[config.mk]
export PLATFORM = sky130hd
export DESIGN_NAME = uart_tx_arbiter
export DESIGN_NICKNAME = d
export VERILOG_FILES = /design/src/rtl/uart_pkg.sv /design/src/rtl/rr_arbiter.sv /design/src/rtl/uart_tx_arbiter.sv
export SDC_FILE = /design/constraint.sdc
export NUM_CORES = 1
export LEC_CHECK = 0
export CORE_ASPECT_RATIO = 1.75
export CORE_MARGIN = 3
export CORE_UTILIZATION = 30
export CTS_CLUSTER_DIAMETER = 100
export CTS_CLUSTER_SIZE = 20
export DETAILED_ROUTE_END_ITERATION = 12
export PLACE_DENSITY = 0.57
export SYNTH_ARGS = -nofsm -noshare
export SYNTH_HDL_FRONTEND = slang
export SYNTH_HIERARCHICAL = 1
export SYNTH_SLANG_ARGS = --single-unit
[constraint.sdc]
create_clock -name sys_clk -period 3.6 [get_ports sys_clk]
set_input_delay 0.54 -clock sys_clk [delete_from_list [all_inputs] [get_ports sys_clk]]
set_output_delay 0.54 -clock sys_clk [all_outputs]
set_load 0.1 [all_outputs]
[src/rtl/uart_pkg.sv]
// Shared state encoding and framing constants for the UART transmit arbiter.
package uart_pkg;

    typedef enum logic [2:0] {
        ST_IDLE  = 3'd0,
        ST_ARB   = 3'd1,
        ST_LOAD  = 3'd2,
        ST_FETCH = 3'd3,
        ST_ISSUE = 3'd4,
        ST_WAIT  = 3'd5,
        ST_DONE  = 3'd6,
        ST_ERR   = 3'd7
    } state_e;

    localparam logic [7:0] FRAME_DELIM    = 8'h26;
    localparam int         FRAME_OVERHEAD = 4;

    // Total bytes on the wire for a payload of len bytes; 9 bits so 255+4 fits.
    function automatic logic [8:0] frame_total(input logic [7:0] len);
        return {1'b0, len} + 9'(FRAME_OVERHEAD);
    endfunction

endpackage

[src/rtl/rr_arbiter.sv]
// Round-robin pick: first requester above last_winner, wrapping, as a one-hot vector.
module rr_arbiter #(
    parameter int NUM_REQ = 4,
    parameter int LW      = 2
) (
    input  logic [NUM_REQ-1:0] req,
    input  logic [LW-1:0]      last_winner,
    output logic [NUM_REQ-1:0] winner
);

    always_comb begin
        logic [LW:0] cand;
        logic        found;
        winner = '0;
        found  = 1'b0;
        cand   = '0;
        for (int i = 1; i <= NUM_REQ; i++) begin
            cand = {1'b0, last_winner} + (LW+1)'(i);
            if (cand >= (LW+1)'(NUM_REQ)) begin
                cand = cand - (LW+1)'(NUM_REQ);
            end
            if (!found && req[cand[LW-1:0]]) begin
                winner[cand[LW-1:0]] = 1'b1;
                found                = 1'b1;
            end
        end
    end

endmodule

[src/rtl/uart_tx_arbiter.sv]
// Shares one UART byte transmitter among NUM_REQ requesters; each grant sends
// "&&" + payload + "&&", fetching payload bytes one at a time from the owner.
module uart_tx_arbiter
    import uart_pkg::*;
#(
    parameter int NUM_REQ        = 4,
    parameter int TX_TIMEOUT_CLK = 50_000
) (
    input  logic                 sys_clk,
    input  logic                 sys_rst,
    input  logic [NUM_REQ-1:0]   req,
    input  logic [NUM_REQ*8-1:0] req_len,
    output logic [NUM_REQ-1:0]   grant,
    output logic                 rd_en,
    output logic [7:0]           rd_idx,
    input  logic [NUM_REQ*8-1:0] rd_data,
    output logic [NUM_REQ-1:0]   done,
    output logic                 err,
    output logic                 busy,
    output logic [7:0]           utx_data,
    output logic                 utx_req,
    input  logic                 utx_done,
    output logic [2:0]           dbg_state
);

    localparam int LW = (NUM_REQ > 1) ? $clog2(NUM_REQ) : 1;
    localparam int TW = $clog2(TX_TIMEOUT_CLK) + 1;

    state_e               state_q, state_d;
    logic [NUM_REQ-1:0]   grant_q, grant_d;
    logic [LW-1:0]        owner_q, owner_d;
    logic [LW-1:0]        last_q, last_d;
    logic [7:0]           len_q, len_d;
    logic [8:0]           k_q, k_d;
    logic [TW-1:0]        tmo_q, tmo_d;
    logic [7:0]           utx_data_q, utx_data_d;

    logic [NUM_REQ-1:0]   winner;
    logic [LW-1:0]        win_idx;
    logic [7:0]           win_len;
    logic [7:0]           rd_byte;

    rr_arbiter #(
        .NUM_REQ (NUM_REQ),
        .LW      (LW)
    ) u_rr (
        .req         (req),
        .last_winner (last_q),
        .winner      (winner)
    );

    always_comb begin
        win_idx = '0;
        win_len = '0;
        rd_byte = '0;
        for (int i = 0; i < NUM_REQ; i++) begin
            if (winner[i]) begin
                win_idx = LW'(i);
                win_len = req_len[8*i +: 8];
            end
            if (owner_q == LW'(i)) begin
                rd_byte = rd_data[8*i +: 8];
            end
        end
    end

    always_ff @(posedge sys_clk) begin
        if (sys_rst) begin
            state_q    <= ST_IDLE;
            grant_q    <= '0;
            owner_q    <= '0;
            last_q     <= LW'(NUM_REQ - 1);
            len_q      <= '0;
            k_q        <= '0;
            tmo_q      <= '0;
            utx_data_q <= '0;
        end else begin
            state_q    <= state_d;
            grant_q    <= grant_d;
            owner_q    <= owner_d;
            last_q     <= last_d;
            len_q      <= len_d;
            k_q        <= k_d;
            tmo_q      <= tmo_d;
            utx_data_q <= utx_data_d;
        end
    end

    always_comb begin
        state_d    = state_q;
        grant_d    = grant_q;
        owner_d    = owner_q;
        last_d     = last_q;
        len_d      = len_q;
        k_d        = k_q;
        tmo_d      = tmo_q;
        utx_data_d = utx_data_q;
        rd_en      = 1'b0;
        rd_idx     = '0;
        utx_req    = 1'b0;
        done       = '0;
        err        = 1'b0;
        case (state_q)
            ST_IDLE: begin
                if (|req) state_d = ST_ARB;
            end
            ST_ARB: begin
                // Requests may have vanished since IDLE; fall back rather than grant nobody.
                if (|winner) begin
                    grant_d = winner;
                    owner_d = win_idx;
                    len_d   = win_len;
                    k_d     = '0;
                    state_d = ST_LOAD;
                end else begin
                    state_d = ST_IDLE;
                end
            end
            ST_LOAD: begin
                if ((k_q < 9'd2) || (k_q >= {1'b0, len_q} + 9'd2)) begin
                    utx_data_d = FRAME_DELIM;
                    state_d    = ST_ISSUE;
                end else begin
                    rd_en   = 1'b1;
                    rd_idx  = 8'(k_q - 9'd2);
                    state_d = ST_FETCH;
                end
            end
            ST_FETCH: begin
                utx_data_d = rd_byte;
                state_d    = ST_ISSUE;
            end
            ST_ISSUE: begin
                utx_req = 1'b1;
                tmo_d   = '0;
                state_d = ST_WAIT;
            end
            ST_WAIT: begin
                // A completion landing on the timeout cycle still counts as success.
                tmo_d = tmo_q + TW'(1);
                if (utx_done) begin
                    k_d     = k_q + 9'd1;
                    state_d = (k_q + 9'd1 == frame_total(len_q)) ? ST_DONE : ST_LOAD;
                end else if (tmo_d == TW'(TX_TIMEOUT_CLK - 1)) begin
                    state_d = ST_ERR;
                end
            end
            ST_DONE: begin
                done    = grant_q;
                grant_d = '0;
                last_d  = owner_q;
                state_d = ST_IDLE;
            end
            ST_ERR: begin
                err     = 1'b1;
                done    = grant_q;
                grant_d = '0;
                last_d  = owner_q;
                state_d = ST_IDLE;
            end
            default: state_d = ST_IDLE;
        endcase
    end

    assign grant     = grant_q;
    assign utx_data  = utx_data_q;
    assign busy      = (state_q != ST_IDLE);
    assign dbg_state = state_q;

endmodule

==> flow_summary.yaml, run 1 <==
timing:
  hold_slack_ns: 0.4755
  slew_viol_final: 0
  finalClockSkew_ns: 0.01125
  timing.fmax_mhz: 293.8
  period_share_pct: 94.55
  setup_slack_ns: 0.1961
  period_minus_slack_ns: 3.404
  final_hold_viol_count: 0
  rsz0062_at_grt: "no"
  relSlewSlack_pct: 30.49
  setup_viol: 0
  worstMarginPinSlew_ns: 1.043
  setup_tns_ns: 0
die:
  io_pins: 102
  core_area_um2: 13520
  initial_utilization_pct: 30.75
  std_cell_rows: 56
  fp.dieW_um: 95.01
  die_area_um2: 15370
  dieHeight_um: 161.8
clocking:
  clock_sinks: 53
  numCtsBuffers: 5
  hold_buffers: 0
  htreeDepth: 2
  clkSlewWorstSetupHoldPaths_ns: 0.07
  clockRootBuffer: "clkbuf_16"
  clockBufferDepth: 2
  cts_tree: "built"
  clock_latency_ns: 0.30
global_routing:
  grt_pass1_vias: 4103
  grt_pass1_wl_mm: 19.40
  grt_overflow: 0
  antenna_found_initial: 0
  gr-usage-all-layers_pct: 15.83
  grt_max_degree: 54
setup_path:
  critPathSlowestCell: "or4_1"
  worstRegToRegCells: 11
  cpMostUsedCell: "nand4_1"
  critPathArrivalTime_ns: 2.86
  start_kind: "register"
  worstPathCellList: "ha_2 > nand4_1 > xor2_1 > ha_1 > nand4_1 > or4_1 > nand4_1 > buf_4 > nor2_1 > buf_12"
  end_kind: "output port"
  cp.required_ns: 3.06
  r2r-start: "last_q[1]$_SDFFE_PP1P_"
  rrSetupSlack_ns: 0.42
  crit_type: "reg -> out"
  critPathMaxStageDelay_ns: 0.56
  timing.rr.end: "len_q[4]$_SDFFE_PP0P_"
  critPathMaxFanout: 11
yosys:
  syn_area_um2: 4159
  synthFlopType: "dfxtp_1"
  ys_seq_area_share_pct: 25.51
  synth_enable_flop_cells: 0
  synth-async-reset-ratio_pct: 0
  ys.warnings.count: 6
  ys_ff_latch: 53
  syn_nets: 610
  postSynthAreaPerCell_um2: 8.076
  synthCells: 515
  yosys.cell_types.count: 57
run:
  cap_viol_max_count: 0
final_layout:
  final_cell_mix: "81 x clkdlybuf4s50_1, 64 x nor2_1, 52 x dfxtp_1, 47 x nand2_1, 34 x a21oi_1"
  final_cells: 776
  final_common_cell: "clkdlybuf4s50_1"
  layout.nets: 696
  drive_above_1_share_pct: 12.79
  postLayoutCoreUtil_pct: 41.07
  antennaDiodeCount: 0
  area_delta_synth_final_pct: 33.54
min_path:
  hold_class: "reg -> reg"
  hold_start: "utx_data[6]$_SDFFE_PP0P_"
  min_to: "utx_data[6]$_SDFFE_PP0P_"
  whs_path_depth: 2
drt:
  wl_per_cell_um: 15.45
  drc: 0
  detail-route-antenna-nets: 0
  drt-total-wl_mm: 11.99
  dr.first_iter.drc_count: 188
  drt-vias-per-instance: 5.205
  drtPass1Iterations: 4
  route.vias.total: 4039
placement:
  gp_congestion: 0.8884
  dp.cells: 768
  portBuffers: 101
  hpwl_mm: 9.502
  dp_slack_ns: 0.07763
power_and_ir_drop:
  vdd_drop_max_mv: 0.1961
  p_leak_nw: 2.030
  p_per_area_nw_per_um2: 280.5
status:
  status: "completed"
==> kinds of logic after synthesis <==
family / share of synthesized area [%]
flops: 25.51
xor+xnor: 7.371
fa+ha+maj: 7.220
simple gates: 28.61
buf+inv: 5.716
mux: 9.206
compound gates: 16.37
==> per-layer routing <==
metal	vias to the layer above	GRT usage [%]	wire [um]
met3	29	1.807	345
met1	1887	16.65	4434
li1	2024	-	-
met2	99	29.87	6711
met5	-	0	0
met4	0	8.081	497
==> worst max-delay path: cells and delay by family, from the launching register on <==
kind	cells	cell delay, ns
AND/OR/NAND/NOR	5	1.04
adder cells (fa/ha/maj)	2	0.56
buffers and inverters	2	0.40
flip-flops	1	0.39
XOR/XNOR	1	0.17
==> sequential cells by signal, indices dropped and copies added, names as in the netlist <==
signal and count:
dbg_state 3, utx_data 8, last_q 2, owner_q 2, grant 4, len_q 8, tmo_q 17, k_q 9
==> synthesized netlist by cell type (7+ instances only) <==
library cell	count	area, um^2
nor2_1	66	247.7
dfxtp_1	53	1061
nand2_1	47	176.4
a21oi_1	34	170.2
ha_1	24	300.3
clkbuf_1	23	86.33
xnor2_1	22	192.7
inv_1	18	67.56
nand3_1	17	85.08
nor3_1	17	85.08
a22oi_1	14	105.1
o21ai_0	14	70.07
xor2_1	13	113.9
and3_1	10	62.56
buf_2	10	50.05
mux4_2	10	225.2
a211oi_1	9	67.56
a221oi_1	9	78.83
nand2b_1	9	56.30
and2_1	7	43.79
nor3b_1	7	52.55
==> stage by stage <==
| step | power [W] | area (um^2) |
|---|---|---|
| global placement | 0.001076 | 5400 |
| finish | 0.001558 | 5554 |
| CTS | 0.001577 | 5548 |
| floorplan | 0.0009247 | 4161 |
| global route | 0.001638 | 5554 |
| detailed placement | 0.001083 | 5400 |
==> power breakdown <==
part           internal, W  switching, W  leakage, nW
Clock             0.000260      0.000231       0.0738
Sequential        0.000608     0.0000377        0.430
Combinational     0.000198      0.000223         1.53
Total              0.00107      0.000492         2.03
==> worst max path at each step <==
| stage | startpoint | endpoint | slack [ns] | depth (start not counted) |
|---|---|---|---|---|
| floorplan | len_q[3]$_SDFFE_PP0P_ | rd_idx[3] | -0.17 | 9 |
| global placement | req[2] | len_q[2]$_SDFFE_PP0P_ | 0.19 | 10 |
| detailed placement | req[2] | len_q[6]$_SDFFE_PP0P_ | 0.08 | 10 |
| CTS | len_q[2]$_SDFFE_PP0P_ | rd_idx[0] | 0.01 | 11 |
| global route | len_q[2]$_SDFFE_PP0P_ | rd_idx[4] | 0.02 | 11 |
| finish | len_q[2]$_SDFFE_PP0P_ | rd_idx[1] | 0.20 | 10 |
==> what timing repair did <==
action                     CTS  global route
gates resized for setup      0             3
setup endpoints to repair    0             9
buffers inserted             0             0
==> final cells by class <==
type,count,area [um^2]
Sequential cell,53,1062
Multi-Input combinational cell,406,2868
Clock inverter,3,22.52
Clock buffer,5,125.1
Inverter,18,67.56
Timing Repair Buffer,117,1191
Fill cell,1362,7969
Tap cell,174,217.7
(Power assumes the default switching activity.)
==> run 2, diff against run 1 <==
--- a/config.mk
+++ b/config.mk
@@ -11,6 +11,7 @@
 export CTS_CLUSTER_DIAMETER = 100
 export CTS_CLUSTER_SIZE = 20
 export DETAILED_ROUTE_END_ITERATION = 12
+export HOLD_SLACK_MARGIN = 0.1
 export PLACE_DENSITY = 0.57
 export SYNTH_ARGS = -nofsm -noshare
 export SYNTH_HDL_FRONTEND = slang
==> results of run 2 <==
The final DEF is identical to that of run 1; final timing and power are the same.
==> run 3, diff against run 2 <==
--- a/config.mk
+++ b/config.mk
@@ -6,14 +6,14 @@
 export NUM_CORES = 1
 export LEC_CHECK = 0
 export CORE_ASPECT_RATIO = 1.75
-export CORE_MARGIN = 3
+export CORE_MARGIN = 2
 export CORE_UTILIZATION = 30
 export CTS_CLUSTER_DIAMETER = 100
 export CTS_CLUSTER_SIZE = 20
 export DETAILED_ROUTE_END_ITERATION = 12
 export HOLD_SLACK_MARGIN = 0.1
 export PLACE_DENSITY = 0.57
+export REMOVE_ABC_BUFFERS = 1
 export SYNTH_ARGS = -nofsm -noshare
 export SYNTH_HDL_FRONTEND = slang
-export SYNTH_HIERARCHICAL = 1
 export SYNTH_SLANG_ARGS = --single-unit
==> flow_summary.yaml, run 3 <==
final_layout:
  antennaDiodeCount: 0
  layout.nets: 699
  seqCellArea_um2: 1065
  area_delta_synth_final_pct: 36.18
  regMostFlops: "tmo_q"
  final_common_cell: "clkdlybuf4s50_1"
  reg_top3: "tmo_q x17, k_q x9"
  largest_reg_flops: 17
  postLayoutCoreUtil_pct: 41.30
  multi_input_area_um2: 2954
  final_cell_mix: "82 x clkdlybuf4s50_1, 64 x nor2_1, 50 x dfxtp_1, 45 x nand2_1, 29 x a21oi_1"
  drive_above_1_share_pct: 16.36
  fillers: 1358
global_routing:
  grt_max_degree: 29
  grt_pass1_wl_mm: 20.81
  gr-usage-all-layers_pct: 17.24
  grt_pass1_vias: 4354
  antenna_found_initial: 0
  grt_overflow: 0
setup_path:
  worstRegToRegCells: 10
  start_kind: "register"
  end_kind: "output port"
  r2r-start: "last_q[1]$_SDFFE_PP1P_"
  critPathMaxFanout: 10
  crit_type: "reg -> out"
  cp.required_ns: 3.06
  critPathArrivalTime_ns: 2.95
  critPathLaunch: "len_q[3]$_SDFFE_PP0P_"
min_path:
  hold_start: "utx_data[2]$_SDFFE_PP0P_"
  whs_path_depth: 1
  hold_class: "reg -> reg"
drt:
  drc: 0
  detail-route-antenna-nets: 0
  drt-vias-per-instance: 5.336
  dr.first_iter.drc_count: 185
  drt-total-wl_mm: 12.55
  route.vias.total: 4173
  wl_per_cell_um: 16.05
  drtPass1Iterations: 4
clocking:
  cts_tree: "built"
  clockRootBuffer: "clkbuf_16"
  clock_sinks: 53
  hold_buffers: 0
  htreeDepth: 2
  clockBufferDepth: 2
  numCtsBuffers: 5
  clock_latency_ns: 0.30
  clkSlewWorstSetupHoldPaths_ns: 0.07
timing:
  rsz0062_at_grt: "yes"
  relSlewSlack_pct: 22.56
  setup_slack_ns: 0.1101
  slew_viol_final: 0
  period_share_pct: 96.94
  setup_viol: 0
  finalClockSkew_ns: 0.008326
  setup_tns_ns: 0
  worstMarginPinSlew_ns: 1.162
  final_hold_viol_count: 0
  period_minus_slack_ns: 3.490
  timing.fmax_mhz: 286.5
power_and_ir_drop:
  power.internal_w: 0.001114
  clkPwrFrac_pct: 35.7
  p_sw_share_pct: 30.24
  seqPwrFrac_pct: 39.2
  vdd_drop_max_mv: 0.1802
  p_leak_nw: 2.161
  switchingPower_w: 0.0004828
  p_comb_share_pct: 25.1
  p_per_area_nw_per_um2: 280.9
yosys:
  ys.warnings.count: 0
  yosys.cell_types.count: 54
  postSynthAreaPerCell_um2: 8.200
  synthCells: 509
  yosys.area.top_type: "dfxtp_1"
  synth_top_area_share_pct: 25.42
  synth_common_cells: "70 x nor2_1, 53 x dfxtp_1, 45 x nand2_1, 30 x a21oi_1, 24 x ha_1"
  yosysMostFrequentCell: "nor2_1"
  synthFlopType: "dfxtp_1"
  syn_area_um2: 4174
  synth_enable_flop_cells: 0
  ys_seq_area_share_pct: 25.42
  ys_ff_latch: 53
  synth-async-reset-ratio_pct: 0
  synth_area_leaders: "dfxtp_1 25%, ha_1 7.2%, mux4_2 6.5%"
die:
  std_cell_rows: 57
  initial_utilization_pct: 30.32
  core_area_um2: 13760
  fp.dieW_um: 93.17
  io_pins: 102
  dieHeight_um: 160.0
  die_area_um2: 14910
run:
  cap_viol_max_count: 0
status:
  status: "completed"
placement:
  gp_congestion: 0.8680
  portBuffers: 101
  hpwl_mm: 9.691
  dp_slack_ns: -0.1714
## run 3: area by class of cell
| cell class | instances | share of cell area [%] |
|---|---|---|
| clock buffers | 6 | 2.267 |
| multi-input cells | 408 | 51.97 |
| flip-flops and latches | 53 | 18.73 |
| well taps | 177 | 3.896 |
| repair buffers | 120 | 21.40 |
| inverters | 16 | 1.057 |
| clock inverters | 2 | 0.6824 |
## run 3: cell families after synthesis
kind of cell	Yosys count	synth area share (%)
DFF	53	25.42
xor gates and xnor gates	27	5.666
adders and majority gates	24	7.194
muxes	13	6.715
and+or+nand+nor	211	24.76
buffers and inverters	48	4.616
AOI/OAI and AO/OA	133	25.63
## run 3: worst max-delay path, stage by stage, from the launching register on
cell	delay, ns
dfxtp_2	0.41
ha_2	0.25
and3_1	0.23
nand2_1	0.09
ha_1	0.18
a211o_1	0.28
or3_1	0.38
a211oi_2	0.24
nor2_4	0.14
nor2_1	0.22
buf_12	0.21
## run 3: per-layer routing
layer  GRT usage (%)  vias to the layer above  wire length, um
li1                -                     2061                -
met3           1.698                       25              298
met1           17.86                     2000             4713
met4           7.152                        0              361
met2           33.99                       87             7179
met5               0                        -                0
## run 3: what timing repair did
action | CTS | global route
setup buffers | 0 | 0
resized for setup | 5 | 9
endpoints found under the setup margin | 9 | 17
## run 3: path summary, 6_finish.rpt
path / to / slack (ns)
worst max-delay path: rd_idx[2] / 0.11
worst min-delay path: utx_data[2]$_SDFFE_PP0P_ / 0.48
worst max register to register: len_q[3]$_SDFFE_PP0P_ / 0.34
worst min register to register: utx_data[2]$_SDFFE_PP0P_ / 0.48
## run 3: power groups by stage
stage	clock network, W	registers, W	logic (W)
2_1_floorplan	0	0.000691	0.000175
3_3_place_gp	0	0.000639	0.000395
3_5_place_dp	0	0.000640	0.000401
4_1_cts	0.000585	0.000626	0.000402
5_1_grt	0.000600	0.000630	0.000428
6_report	0.000570	0.000626	0.000400
## run 3: metrics by stage
stage / hold WS (ns) / instance area (um^2) / cells / total power [W]
2_1_floorplan: 0.4566 / 4041 / 477 / 0.0008659
3_3_place_gp: 0.4555 / 5479 / 774 / 0.001034
3_5_place_dp: 0.4667 / 5479 / 774 / 0.001041
4_1_cts: 0.4802 / 5659 / 782 / 0.001614
5_1_grt: 0.5074 / 5684 / 782 / 0.001658
6_report: 0.4786 / 5684 / 782 / 0.001597
